==> src/rtl/roadie_if.sv <==
`timescale 1ns/1ps
`default_nettype none
// +--------------------------------------------------------------------------+
// | Module   : roadie_if                                                     |
// | Purpose  : Bundles the request side and the grant/status side of the    |
// |            roadie four-requester arbiter.                                |
// | Signals  : req[3:0]      per-requester request level                     |
// |            done[3:0]     per-requester early release                     |
// |            grant[3:0]    registered one-hot grant                        |
// |            active        high while any grant bit is set                 |
// |            owner[1:0]    index of current/last grant holder              |
// |            solo_cnt[7:0] cycles the current grant has been high          |
// |            timeout       one-cycle pulse on a hold-limit revocation      |
// | Modports : master (requester side), slave (arbiter side)                 |
// | Revision : 1.0 - initial release                                         |
// +--------------------------------------------------------------------------+
interface roadie_if;
  logic [3:0] req;
  logic [3:0] done;
  logic [3:0] grant;
  logic       active;
  logic [1:0] owner;
  logic [7:0] solo_cnt;
  logic       timeout;

  modport master (
    output req,
    output done,
    input  grant,
    input  active,
    input  owner,
    input  solo_cnt,
    input  timeout
  );

  modport slave (
    input  req,
    input  done,
    output grant,
    output active,
    output owner,
    output solo_cnt,
    output timeout
  );
endinterface
`default_nettype wire

==> src/rtl/roadie.sv <==
`timescale 1ns/1ps
`default_nettype none
// +--------------------------------------------------------------------------+
// | Module   : roadie                                                        |
// | Purpose  : Round-robin arbiter for four requesters. A winner holds the   |
// |            grant until it releases (done or request drop) or until it    |
// |            has held it SOLO_MAX cycles, then the bus idles GAP_CYC       |
// |            cycles before the next arbitration.                           |
// | Ports    : clk   - rising-edge clock                                     |
// |            reset - synchronous active-high reset                         |
// |            bus   - roadie_if.slave (req/done in; grant, active, owner,   |
// |                    solo_cnt, timeout out; all outputs registered)        |
// | Params   : SOLO_MAX 1..255 max consecutive grant cycles per holder       |
// |            GAP_CYC  0..15  dead cycles between grants                    |
// | Revision : 1.0 - initial release                                         |
// +--------------------------------------------------------------------------+
module roadie #(
  parameter int unsigned SOLO_MAX = 8,
  parameter int unsigned GAP_CYC  = 2
) (
  input  wire logic clk,
  input  wire logic reset,
  roadie_if.slave   bus
);

  typedef enum logic [1:0] {
    ST_IDLE = 2'd0,
    ST_SOLO = 2'd1,
    ST_GAP  = 2'd2
  } state_t;

  localparam logic [7:0] SOLO_LIMIT = 8'(SOLO_MAX);
  // Last value of the gap counter before returning to IDLE; unused when
  // GAP_CYC is zero because GAP is then never entered.
  localparam logic [3:0] GAP_LAST   = (GAP_CYC == 0) ? 4'd0 : 4'(GAP_CYC - 1);
  localparam logic       GAP_SKIP   = (GAP_CYC == 0);

  state_t     state_q,   state_d;
  logic [1:0] ptr_q,     ptr_d;
  logic [3:0] grant_q,   grant_d;
  logic       active_q,  active_d;
  logic [1:0] owner_q,   owner_d;
  logic [7:0] cnt_q,     cnt_d;
  logic       timeout_q, timeout_d;
  logic [3:0] gap_q,     gap_d;

  logic       win_found;
  logic [1:0] win_idx;
  logic [1:0] cand;
  logic       rel_vol;
  logic       rel_lim;

  // Round-robin search starting just after the last winner; the 2-bit
  // addition wraps, so the fourth candidate is ptr itself.
  always_comb begin
    win_found = 1'b0;
    win_idx   = ptr_q;
    cand      = ptr_q;
    for (int k = 1; k <= 4; k++) begin
      cand = ptr_q + 2'(k);
      if (!win_found && bus.req[cand]) begin
        win_found = 1'b1;
        win_idx   = cand;
      end
    end
  end

  // Voluntary release takes precedence over the hold limit, so a limit hit
  // that coincides with done/req-drop does not raise timeout.
  assign rel_vol = bus.done[owner_q] | ~bus.req[owner_q];
  assign rel_lim = (cnt_q == SOLO_LIMIT);

  always_comb begin
    state_d   = state_q;
    ptr_d     = ptr_q;
    grant_d   = grant_q;
    owner_d   = owner_q;
    cnt_d     = cnt_q;
    gap_d     = gap_q;
    timeout_d = 1'b0;

    case (state_q)
      ST_IDLE: begin
        grant_d = 4'b0000;
        cnt_d   = 8'd0;
        if (win_found) begin
          state_d = ST_SOLO;
          grant_d = 4'b0001 << win_idx;
          owner_d = win_idx;
          ptr_d   = win_idx;
          cnt_d   = 8'd1;
        end
      end
      ST_SOLO: begin
        if (rel_vol || rel_lim) begin
          grant_d   = 4'b0000;
          cnt_d     = 8'd0;
          gap_d     = 4'd0;
          timeout_d = rel_lim & ~rel_vol;
          state_d   = GAP_SKIP ? ST_IDLE : ST_GAP;
        end else begin
          cnt_d = cnt_q + 8'd1;
        end
      end
      ST_GAP: begin
        if (gap_q == GAP_LAST) begin
          state_d = ST_IDLE;
        end else begin
          gap_d = gap_q + 4'd1;
        end
      end
      default: begin
        state_d = ST_IDLE;
        grant_d = 4'b0000;
        cnt_d   = 8'd0;
      end
    endcase

    active_d = (grant_d != 4'b0000);
  end

  always_ff @(posedge clk) begin
    if (reset) begin
      state_q   <= ST_IDLE;
      ptr_q     <= 2'd3;     // requester 0 wins the first arbitration
      grant_q   <= 4'b0000;
      active_q  <= 1'b0;
      owner_q   <= 2'd0;
      cnt_q     <= 8'd0;
      timeout_q <= 1'b0;
      gap_q     <= 4'd0;
    end else begin
      state_q   <= state_d;
      ptr_q     <= ptr_d;
      grant_q   <= grant_d;
      active_q  <= active_d;
      owner_q   <= owner_d;
      cnt_q     <= cnt_d;
      timeout_q <= timeout_d;
      gap_q     <= gap_d;
    end
  end

  assign bus.grant    = grant_q;
  assign bus.active   = active_q;
  assign bus.owner    = owner_q;
  assign bus.solo_cnt = cnt_q;
  assign bus.timeout  = timeout_q;

endmodule
`default_nettype wire

==> src/flat_wrapper.sv <==
// flat-port wrapper written by rule: the top's interface ports become plain ports
module roadie_flat 
#(
  parameter int unsigned SOLO_MAX = 8,
  parameter int unsigned GAP_CYC  = 2
)
  (clk, reset, bus_req, bus_done, bus_grant, bus_active, bus_owner, bus_solo_cnt, bus_timeout);
  roadie_if bus_i ();
  input  wire logic clk;
  input  wire logic reset;
  input wire logic [$bits(bus_i.req)-1:0] bus_req;
  input wire logic [$bits(bus_i.done)-1:0] bus_done;
  output wire logic [$bits(bus_i.grant)-1:0] bus_grant;
  output wire logic [$bits(bus_i.active)-1:0] bus_active;
  output wire logic [$bits(bus_i.owner)-1:0] bus_owner;
  output wire logic [$bits(bus_i.solo_cnt)-1:0] bus_solo_cnt;
  output wire logic [$bits(bus_i.timeout)-1:0] bus_timeout;
  assign bus_i.req = bus_req;
  assign bus_i.done = bus_done;
  assign bus_grant = bus_i.grant;
  assign bus_active = bus_i.active;
  assign bus_owner = bus_i.owner;
  assign bus_solo_cnt = bus_i.solo_cnt;
  assign bus_timeout = bus_i.timeout;
  roadie #(.SOLO_MAX(SOLO_MAX), .GAP_CYC(GAP_CYC)) u_core (.clk(clk), .reset(reset), .bus(bus_i));
endmodule
==> config.mk <==
export PLATFORM = sky130hd
export DESIGN_NAME = roadie_flat
export DESIGN_NICKNAME = d
export VERILOG_FILES = /design/src/rtl/roadie_if.sv /design/src/rtl/roadie.sv /design/src/flat_wrapper.sv
export SDC_FILE = /design/constraint.sdc
export NUM_CORES = 1
export LEC_CHECK = 0
export CORE_ASPECT_RATIO = 0.75
export CORE_MARGIN = 2
export CORE_UTILIZATION = 35
export CTS_CLUSTER_SIZE = 14
export DETAILED_ROUTE_END_ITERATION = 6
export REMOVE_ABC_BUFFERS = 1
export SYNTH_ARGS = -nofsm -noshare
export SYNTH_HDL_FRONTEND = slang
export SYNTH_SLANG_ARGS = --single-unit
==> constraint.sdc <==
create_clock -name clk -period 1.7 [get_ports clk]
set_input_delay 0.255 -clock clk [delete_from_list [all_inputs] [get_ports clk]]
set_output_delay 0.255 -clock clk [all_outputs]
set_load 0.02 [all_outputs]
==> flow_metrics.tcl <==
set metrics [dict create \
    critPathMaxStageDelay_ns 0.42 \
    timing.rr.start "u_core.bus.solo_cnt[7]" \
    grt_pass1_wl_um 5950 \
    drv_cap 0 \
    syn_inst 156 \
    crit_arrival_ns 1.84 \
    syn_avg_cell_area_um2 8.52 \
    ys_seq_elements 24 \
    peakVddDrop_uv 542 \
    power.density_nw_per_um2 1280 \
    worst_ep_required_time_ns 1.90 \
    whs_ns 0.485 \
    cp.depth 5 \
    worstPathMaxFanout 7 \
    die-area_um2 4310 \
    critPathMostFrequentCell "o21ai_4" \
    path_cells "or3_4 > o21ai_4 > o21ai_4 > or4_4 > a31oi_1" \
    wl_per_cell_um 14.1 \
    yosysSeqAreaShare_pct 36.2 \
    cts.sinks 24 \
    min_path_type "reg -> reg" \
    cts-buffers-inserted 3 \
    cts-root-buf "clkbuf_8" \
    skew_ns 0.00628 \
    core_um2 3660 \
    synth_top_flop_cell "dfxtp_1" \
    initial_core_util_pct 36.3 \
    synth_cell_types 40 \
    slowest_stage "or4_4" \
    clk_pin_slew_worst_paths_ns 0.08 \
    crit_path_end "u_core.gap_q[1]" \
    routed_via_density 5.29 \
    yosys.area.top_type_share_pct 36.2 \
    num_vias 1392 \
    max_freq_ghz 0.610 \
    cts_tree "yes" \
    synth_edf_count 0 \
    rsz0062_at_grt "true" \
    grtUsageMet3_pct 4.24 \
    crit_start "u_core.bus.solo_cnt[7]" \
    clkLatencyLatePin_ns 0.27 \
    ant_nets 0 \
    reg2regPathDepth 5 \
    p_total_w 0.00260 \
    grt_pass1_vias 1358 \
    place_hpwl_um 2700 \
    crit_path_end_kind "register" \
    track_usage_pct 17.9 \
    synth-async-reset-ratio_pct 0 \
    cpLargestDelayFamily "simple AND/OR/NAND/NOR gates" \
    dp_cells 256 \
    drc 0 \
    drive_above_1_share_pct 30.8 \
    h-tree-depth 1 \
    row_count 19 \
    pin_count 26 \
    slew_headroom_pct 67.0 \
    wirelength_um 3720 \
    yosysTopAreaCell "dfxtp_1" \
    worst_pin_slew_ns 0.490 \
    globalRoute.busiestLayer "met2" \
    min_period_ns 1.64 \
    dr.pass1.iters 4 \
    r2r_slack_ns 0.06 \
    antennaDiodeCount 0 \
    hold_violations 0 \
    synthTopCellsByArea "dfxtp_1 36%, ha_1 7.5%, nor3_1 5.6%" \
    final_cell_mix "30 x buf_4, 20 x dfxtp_1, 16 x clkdlybuf4s50_1" \
    antenna_found_initial 0 \
    slew_viol_final 0 \
    cts_max_path_buffers 2 \
    num-nets-final 231 \
    leakage_nw 0.798 \
    grt_overflow 0 \
    ys_warn_count 0 \
    grtUsageMet2_pct 29.3 \
    syn2layout_area_growth_pct 53.0 \
    worstSetupStartpointType "register" \
    dieWidth_um 75.1 \
    layout_commonest_cell "buf_4" \
    setup_violations 0 \
    crit_buf_inv 0 \
    drt_iter0_markers 88 \
    reg2reg_to "u_core.gap_q[1]" \
    setup.worst_path.class "reg -> reg" \
    finalNonFillerCells 263 \
    outcome "completed" \
    period_share_pct 96.5 \
    fp.dieH_um 57.4 \
    numPortBuffers 25 \
    grt_max_degree 14 \
    gp_congestion 0.817 \
    syn_area_um2 1330 \
    gr-usage-met1_pct 24.1 \
]
==> state kept, by name, indices dropped and copies added, names as in the netlist <==
register             cells
u_core.bus.grant         4
u_core.gap_q             4
u_core.bus.timeout       1
u_core.bus.owner         2
u_core.ptr_q             2
u_core.state_q           2
u_core.bus.solo_cnt      8
u_core.bus.active        1
==> power breakdown <==
| group | internal (W) | total [W] | leakage (nW) | switching (W) |
|---|---|---|---|---|
| logic | 0.000722 | 0.00148 | 0.579 | 0.000762 |
| registers | 0.000681 | 0.000791 | 0.197 | 0.000110 |
| clock network | 0.000158 | 0.000330 | 0.0216 | 0.000171 |
==> timing repair <==
item / CTS / global route
endpoints found under the setup margin: 18 / 16
hold buffers: 0 / 0
setup buffers: 3 / 1
pin swaps: 12 / 4
resized for setup: 21 / 20
gates cloned: 0 / 0
==> how the worst min path moves through the flow <==
| stage | depth (start not counted) | to | slack [ns] | from |
|---|---|---|---|---|
| 2_1_floorplan | 1 | u_core.bus.solo_cnt[1] | 0.32 | reset |
| 3_3_place_gp | 2 | u_core.gap_q[3] | 0.47 | u_core.gap_q[3] |
| 3_5_place_dp | 2 | u_core.bus.grant[0] | 0.47 | u_core.bus.grant[0] |
| 4_1_cts | 2 | u_core.bus.grant[0] | 0.49 | u_core.bus.grant[0] |
| 5_1_grt | 2 | u_core.gap_q[3] | 0.53 | u_core.gap_q[3] |
| 6_report | 2 | u_core.bus.grant[3] | 0.49 | u_core.bus.grant[3] |
==> tightest hold or removal path: cells and delay by family, from the launching register on <==
family / cells / cell delay, ns
compound gates: 1 / 0.06
flops: 1 / 0.33
simple gates: 1 / 0.06
==> kinds of logic after synthesis <==
| kind of cell | Yosys count | synth area share [%] |
|---|---|---|
| AOI/OAI and AO/OA | 33 | 17.0 |
| xor gates and xnor gates | 3 | 1.98 |
| adders and majority gates | 8 | 7.53 |
| buffers and inverters | 12 | 3.39 |
| DFF | 24 | 36.2 |
| muxes | 3 | 3.20 |
| and+or+nand+nor | 73 | 30.7 |
==> synth_stat cells (all sizes together) (2+ instances only) <==
cell,number
nor2,8
a211oi,3
a21oi,8
and2,2
nor4,2
xor2,2
inv,7
dfxtp,24
nand3,9
and3b,2
ha,8
nor3b,3
o21ai,9
nor3,15
mux2i,2
clkbuf,5
nand2,10
or4,5
a31oi,4
nand2b,11
==> final cells by class <==
cell class              count  area (µm²)
clock buffers               3        41.3
fillers                   349        1630
inverters                   7        26.3
multi-input cells         120         925
flip-flops and latches     24         485
well taps                  52        65.1
repair buffers             57         490
==> per-layer routing <==
| layer | share of wire [%] | vias to the layer above |
|---|---|---|
| met5 | 0 | - |
| met4 | 0.75 | 0 |
| met3 | 5.3 | 4 |
| met2 | 48 | 42 |
| met1 | 46 | 665 |
| li1 | - | 681 |
==> stage by stage <==
| step | util [%] | worst slack [ns] | TNS, ns | cell area [µm²] |
|---|---|---|---|---|
| after floorplan | - | -0.121 | -0.370 | 1310 |
| after global placement | 50.1 | -0.380 | -6.73 | 1840 |
| after detailed placement | 50.1 | -0.403 | -7.64 | 1840 |
| after CTS | 53.0 | 0.0288 | 0 | 1940 |
| after global routing | 55.5 | -0.0301 | -0.0417 | 2030 |
| final | 55.5 | 0.0603 | 0 | 2030 |
Note: power is estimated with default switching activity, not from simulation.
